==> config.mk <==
export PLATFORM = sky130hd
export DESIGN_NAME = jpeg_scan_bit_unpacker
export DESIGN_NICKNAME = d
export VERILOG_FILES = /design/src/rtl/jpeg_scan_bit_unpacker.sv
export SDC_FILE = /design/constraint.sdc
export NUM_CORES = 1
export LEC_CHECK = 0
export CORE_ASPECT_RATIO = 1.5
export CORE_MARGIN = 8
export CORE_UTILIZATION = 30
export DETAILED_ROUTE_END_ITERATION = 8
export PLACE_DENSITY = 0.47
export SYNTH_ARGS = -nofsm -noshare
export SYNTH_HDL_FRONTEND = slang
export SYNTH_SLANG_ARGS = --single-unit
==> constraint.sdc <==
create_clock -name clk -period 7.1 [get_ports clk]
set_input_delay 1.065 -clock clk [delete_from_list [all_inputs] [get_ports clk]]
set_output_delay 1.065 -clock clk [all_outputs]
set_load 0.02 [all_outputs]
==> src/rtl/jpeg_scan_bit_unpacker.sv <==
// rtl/jpeg_scan_bit_unpacker.sv - JPEG scan byte unstuffer and MSB-first bit window for the Huffman decoder
module jpeg_scan_bit_unpacker #(
  parameter int BUF_W  = 32,
  parameter int PEEK_W = 16
) (
  input  logic              clk,
  input  logic              rst_n,
  input  logic              start_scan,
  input  logic [7:0]        byte_in,
  input  logic              byte_valid,
  output logic              byte_ready,
  output logic [PEEK_W-1:0] peek_bits,
  output logic [5:0]        bits_avail,
  input  logic              consume_valid,
  input  logic [4:0]        consume_len,
  output logic              marker_valid,
  output logic [7:0]        marker_code,
  input  logic              marker_ack,
  output logic              scan_done,
  output logic              marker_err,
  output logic              underflow
);

  localparam logic [1:0] S_IDLE = 2'd0;
  localparam logic [1:0] S_DATA = 2'd1;
  localparam logic [1:0] S_FF   = 2'd2;
  localparam logic [1:0] S_DONE = 2'd3;

  logic [1:0]       state;
  logic [BUF_W-1:0] buffer;   // left-aligned, bits below avail are always zero
  logic [5:0]       avail;

  logic             byte_acc;
  logic             consume_ok;
  logic             append;
  logic [7:0]       app_byte;
  logic [5:0]       rem;
  logic [5:0]       avail_next;
  logic [BUF_W-1:0] shifted;
  logic [BUF_W-1:0] placed;
  logic [BUF_W-1:0] buf_next;
  logic             is_marker;

  assign byte_ready = ((state == S_DATA) || (state == S_FF)) && !marker_valid
                      && (avail <= 6'(BUF_W - 8));
  assign peek_bits  = buffer[BUF_W-1 -: PEEK_W];
  assign bits_avail = avail;
  assign is_marker  = ((byte_in >= 8'hD0) && (byte_in <= 8'hD7)) || (byte_in == 8'hD9);

  // Next buffer image: drop consumed bits from the top, then drop the new byte just below what remains
  always_comb begin
    byte_acc   = byte_valid && byte_ready;
    consume_ok = consume_valid && ({1'b0, consume_len} <= avail);
    rem        = avail;
    shifted    = buffer;
    if (consume_ok) begin
      rem     = avail - {1'b0, consume_len};
      shifted = buffer << consume_len;
    end
    append   = byte_acc && (((state == S_DATA) && (byte_in != 8'hFF)) ||
                            ((state == S_FF) && (byte_in == 8'h00)));
    app_byte = (state == S_FF) ? 8'hFF : byte_in;
    placed   = {app_byte, {(BUF_W-8){1'b0}}} >> rem;
    buf_next   = append ? (shifted | placed) : shifted;
    avail_next = append ? (rem + 6'd8) : rem;
  end

  // Scan state, bit buffer and marker handling; start_scan overrides everything, then marker_ack
  always_ff @(posedge clk or negedge rst_n) begin
    if (!rst_n) begin
      state        <= S_IDLE;
      buffer       <= '0;
      avail        <= '0;
      marker_valid <= 1'b0;
      marker_code  <= 8'h00;
      scan_done    <= 1'b0;
      marker_err   <= 1'b0;
      underflow    <= 1'b0;
    end else begin
      marker_err <= 1'b0;
      underflow  <= 1'b0;
      if (start_scan) begin
        buffer       <= '0;
        avail        <= '0;
        marker_valid <= 1'b0;
        scan_done    <= 1'b0;
        state        <= S_DATA;
      end else if (marker_ack && marker_valid) begin
        // Any bits left before the marker are padding and are thrown away
        buffer       <= '0;
        avail        <= '0;
        marker_valid <= 1'b0;
        if (marker_code == 8'hD9) begin
          scan_done <= 1'b1;
          state     <= S_DONE;
        end
      end else begin
        buffer <= buf_next;
        avail  <= avail_next;
        if (consume_valid && !consume_ok) begin
          underflow <= 1'b1;
        end
        if (byte_acc) begin
          case (state)
            S_DATA: begin
              if (byte_in == 8'hFF) begin
                state <= S_FF;
              end
            end
            S_FF: begin
              if (byte_in == 8'h00) begin
                state <= S_DATA;
              end else if (byte_in == 8'hFF) begin
                state <= S_FF;
              end else if (is_marker) begin
                marker_valid <= 1'b1;
                marker_code  <= byte_in;
                state        <= S_DATA;
              end else begin
                marker_err <= 1'b1;
                state      <= S_DATA;
              end
            end
            default: state <= state;
          endcase
        end
      end
    end
  end

endmodule

==> metrics.txt <==
# TYPE chip_impl_metric gauge
chip_impl_info{name="run_status",value="completed"} 1
chip_impl_metric{name="dp_hpwl",unit="mm"} 15.1
chip_impl_info{name="path_delay_family",value="buffers and inverters"} 1
chip_impl_metric{name="antenna-diode-count",unit=""} 0
chip_impl_info{name="post_synth_main_area_contributors",value="dfrtp_1, mux4_2, nand2_1"} 1
chip_impl_info{name="critical_path.slowest_cell",value="clkdlybuf4s50_1"} 1
chip_impl_info{name="synth_top_family_by_area",value="compound AO/OA/AOI/OAI gates"} 1
chip_impl_metric{name="layout-drive-gt1-share",unit=""} 0.166
chip_impl_info{name="synthTopCellsByCount",value="nand2_1, dfrtp_1, nor2_1"} 1
chip_impl_info{name="path_type_of_the_worst_min_delay_path",value="reg -> reg"} 1
chip_impl_metric{name="cp_data_arrival_time",unit="ps"} 5100
chip_impl_metric{name="yosys_warning_count",unit=""} 0
chip_impl_metric{name="grt_first_pass_wirelength",unit="mm"} 29.8
chip_impl_metric{name="vdd_ir_max",unit="V"} 0.0000940
chip_impl_metric{name="grt_max_degree",unit=""} 53
chip_impl_metric{name="edff_count_synth",unit=""} 0
chip_impl_metric{name="ys_seq_elements",unit=""} 52
chip_impl_metric{name="postcts_resize_cnt",unit=""} 0
chip_impl_metric{name="insertion_delay",unit="ps"} 300
chip_impl_info{name="setup.worst_path.class",value="in -> reg"} 1
chip_impl_info{name="synth_top_area_cell",value="dfrtp_1"} 1
chip_impl_metric{name="grt.met2_usage",unit=""} 0.321
chip_impl_metric{name="report.final.hold_viol_count",unit=""} 0
chip_impl_metric{name="die_x",unit="um"} 124
chip_impl_info{name="setup_repair_after_global_routing_missed_its_margin",value="false"} 1
chip_impl_info{name="predominant_post_synthesis_flop_cell",value="dfrtp_1"} 1
chip_impl_metric{name="gp_congestion",unit=""} 0.897
chip_impl_metric{name="first_iter_violations",unit=""} 472
chip_impl_metric{name="pwr_density_cell",unit="nW/um2"} 200
chip_impl_metric{name="timing.critical_path.slowest_cell_delay",unit="ps"} 990
chip_impl_metric{name="ioPinCount",unit=""} 54
chip_impl_metric{name="postLayoutCellArea",unit="um2"} 5960
chip_impl_metric{name="routed_wire_length_per_instance",unit="um"} 23.3
chip_impl_metric{name="global_route.usage.total",unit=""} 0.176
chip_impl_metric{name="global_route.usage.met3",unit=""} 0.0184
chip_impl_metric{name="cts-buffers-inserted",unit=""} 5
chip_impl_metric{name="mean_cell_area_of_the_mapped_netlist",unit="um2"} 8.77
chip_impl_metric{name="synthArstFlopShare",unit=""} 1.00
chip_impl_metric{name="post_cts_buffers",unit=""} 0
chip_impl_metric{name="maxClockFrequency",unit="GHz"} 0.203
chip_impl_metric{name="floorplan.rows",unit=""} 59
chip_impl_metric{name="timing.clock.skew",unit="ps"} 7.73
chip_impl_metric{name="design.final.nets",unit=""} 641
chip_impl_info{name="start_kind",value="input pin"} 1
chip_impl_metric{name="clock_sink_count",unit=""} 52
chip_impl_metric{name="leakage",unit="nW"} 2.27
chip_impl_metric{name="synth.top_cell.area_share",unit=""} 0.247
chip_impl_metric{name="clk_pin_slew_worst_setup_hold_paths",unit="ps"} 70
chip_impl_metric{name="layout_worst_path_cycle_share",unit=""} 0.692
chip_impl_info{name="synthMostInstantiatedCell",value="nand2_1"} 1
chip_impl_info{name="worstHoldStart",value="scan_done"} 1
chip_impl_metric{name="cell_count_after_synthesis",unit=""} 600
chip_impl_metric{name="timing.max_cap.violations",unit=""} 0
chip_impl_info{name="path_cells",value="clkdlybuf4s50_1 -> clkinv_1 -> ha_1 -> nand4_2 -> o21a_4 -> nand2_4 -> mux2i_4 -> a221oi_1 -> a21oi_1 -> o211ai_1 -> and3_1"} 1
chip_impl_metric{name="yosys.area_share.simple",unit=""} 0.207
chip_impl_metric{name="syn-num-nets",unit=""} 628
chip_impl_metric{name="number_of_buffer_cells_added_on_primary_ports",unit=""} 53
chip_impl_info{name="crit-reg2reg-launch",value="bits_avail[0]"} 1
chip_impl_info{name="critical_path.endpoint_type",value="flip-flop"} 1
chip_impl_metric{name="critPathBufInv",unit=""} 2
chip_impl_metric{name="post_synth_instance_area",unit="um2"} 5260
chip_impl_metric{name="pin_slew_with_the_least_headroom_to_its_limit",unit="ps"} 803
chip_impl_metric{name="worstPathMaxFanout",unit=""} 24
chip_impl_metric{name="ant_nets",unit=""} 0
chip_impl_metric{name="drt-total-wl",unit="mm"} 19.2
chip_impl_metric{name="worstHoldPathCells",unit=""} 2
chip_impl_metric{name="area_delta_synth_final",unit="%"} 13.2
chip_impl_metric{name="fin_tns_setup",unit="ps"} 0
chip_impl_metric{name="cp_data_required_time",unit="ps"} 7290
chip_impl_metric{name="global_route.overflow_total",unit=""} 0
chip_impl_metric{name="post_synth_mux_area_share",unit=""} 0.207
chip_impl_metric{name="remaining_drc_errors",unit=""} 0
chip_impl_metric{name="synth.lib_cells_used.distinct",unit=""} 81
chip_impl_metric{name="post_cts_hold_buffers",unit=""} 0
chip_impl_metric{name="avgViaCountPerCell",unit=""} 5.94
chip_impl_info{name="clock_tree.root_cell",value="clkbuf_16"} 1
chip_impl_info{name="tritoncts",value="built"} 1
chip_impl_metric{name="worst_slew_margin_rel",unit=""} 0.463
chip_impl_metric{name="synth-xor-area-share",unit=""} 0.00832
chip_impl_metric{name="grtUsageMet1",unit=""} 0.195
chip_impl_metric{name="vias_in_the_first_global_route",unit=""} 5072
chip_impl_metric{name="initial_standard_cell_utilization_of_the_core",unit=""} 0.305
chip_impl_metric{name="slew_violations",unit=""} 0
chip_impl_metric{name="rrSetupSlack",unit="ps"} 3140
chip_impl_info{name="reg_to_reg_end",value="buffer[7]"} 1
chip_impl_metric{name="proportion_of_synthesized_chip_area_in_sequential_cells",unit=""} 0.247
chip_impl_metric{name="dpl_cell_area",unit="um2"} 5810
chip_impl_metric{name="fp.coreArea",unit="um2"} 17300
chip_impl_info{name="grt.busiest_layer",value="met2"} 1
chip_impl_metric{name="die_area",unit="um2"} 22100
chip_impl_metric{name="drt-pass1-iter-count",unit=""} 5
chip_impl_metric{name="worst_r2r_path_depth",unit=""} 12
chip_impl_info{name="end_point_of_the_worst_hold_path",value="scan_done"} 1
chip_impl_metric{name="fp.dieH",unit="um"} 178
chip_impl_metric{name="cts_max_path_buffers",unit=""} 2
chip_impl_metric{name="routed-via-count",unit=""} 4912
chip_impl_metric{name="compound_cell_area_share_of_the_yosys_netlist",unit=""} 0.237
chip_impl_metric{name="synth-adder-area-share",unit=""} 0.0228
chip_impl_metric{name="final_period_minus_worst_setup_slack",unit="ps"} 4910
chip_impl_metric{name="cts-htree-levels",unit=""} 2
chip_impl_metric{name="final-setup-viol-count",unit=""} 0
chip_impl_metric{name="antenna_violations_before_repair",unit=""} 0
-- cells by family after synthesis --
| group | Yosys count |
|---|---|
| xor+xnor | 5 |
| compound gates | 171 |
| simple gates | 222 |
| fa+ha+maj | 9 |
| buf+inv | 73 |
| mux | 68 |
| flops | 52 |
-- stage by stage --
stage               hold slack, ps  cells  setup slack [ps]  total power, mW  utilization
floorplan                      537    600              3270            0.775            -
global placement               493    819              1970            0.947        0.337
detailed placement             503    819              1890            0.948        0.337
CTS                            521    827              2190             1.20        0.345
global route                   537    827              1950             1.25        0.345
finish                         513    827              2190             1.19        0.345
-- worst max-delay path by stage --
stage	from	to	cells after the start
6_report	consume_len[2]	buffer[7]	11
5_1_grt	consume_len[2]	buffer[7]	11
4_1_cts	consume_len[2]	buffer[7]	11
3_5_place_dp	consume_len[2]	buffer[7]	11
3_3_place_gp	consume_len[2]	buffer[7]	11
2_1_floorplan	consume_len[1]	bits_avail[4]	13
-- area by class of cell --
type	instances	area [um2]
inverter	16	60.1
timing repair buffer	63	596
sequential	52	1300
clock inverter	2	16.3
clock buffer	6	129
multi-input combinational	475	3590
tap	213	267
fill	1833	11300
-- layout by cell type (no fill, tap or decap), types with 6 or more instances in the layout --
cell              n
dfrtp_1          52
nor3_1           18
nand3_1          13
a211oi_1          9
mux4_2           26
buf_4            10
ha_1              8
inv_1            14
o21ai_0          31
mux2i_1          24
o22ai_1          17
a22oi_1          10
clkdlybuf4s50_1  51
nand2_1          88
nand2b_1          6
and2_1            6
a21oi_1          34
nor4_1            8
nor2_1           52
a31oi_1          11
mux2_2            9
-- metal layers --
layer  part of all wire  routed length [um]
met4              0.044                 839
met1               0.38                7320
met5                  0                   0
met3              0.035                 670
met2               0.54               10400
-- registers in the layout (all words and copies together) (netlist names) --
register,flops
marker_err,1
buffer,32
marker_code,8
underflow,1
scan_done,1
bits_avail,6
marker_valid,1
state,2
-- power breakdown --
group          internal [mW]  switching [mW]  total, mW
clock                  0.132           0.116      0.247
combinational          0.226           0.353      0.580
sequential             0.319          0.0430      0.362
total                  0.677           0.512       1.19
-- worst reg2reg max path: stages (launching register included) --
cell and delay (ps):
dfrtp_1 540, inv_1 290, ha_1 240, inv_1 70, fa_1 440, a21oi_2 290
o21a_4 250, nand2_4 240, mux2i_4 660, a221oi_1 130, a21oi_1 410, o211ai_1 130
and3_1 180
(Power assumes the default switching activity.)
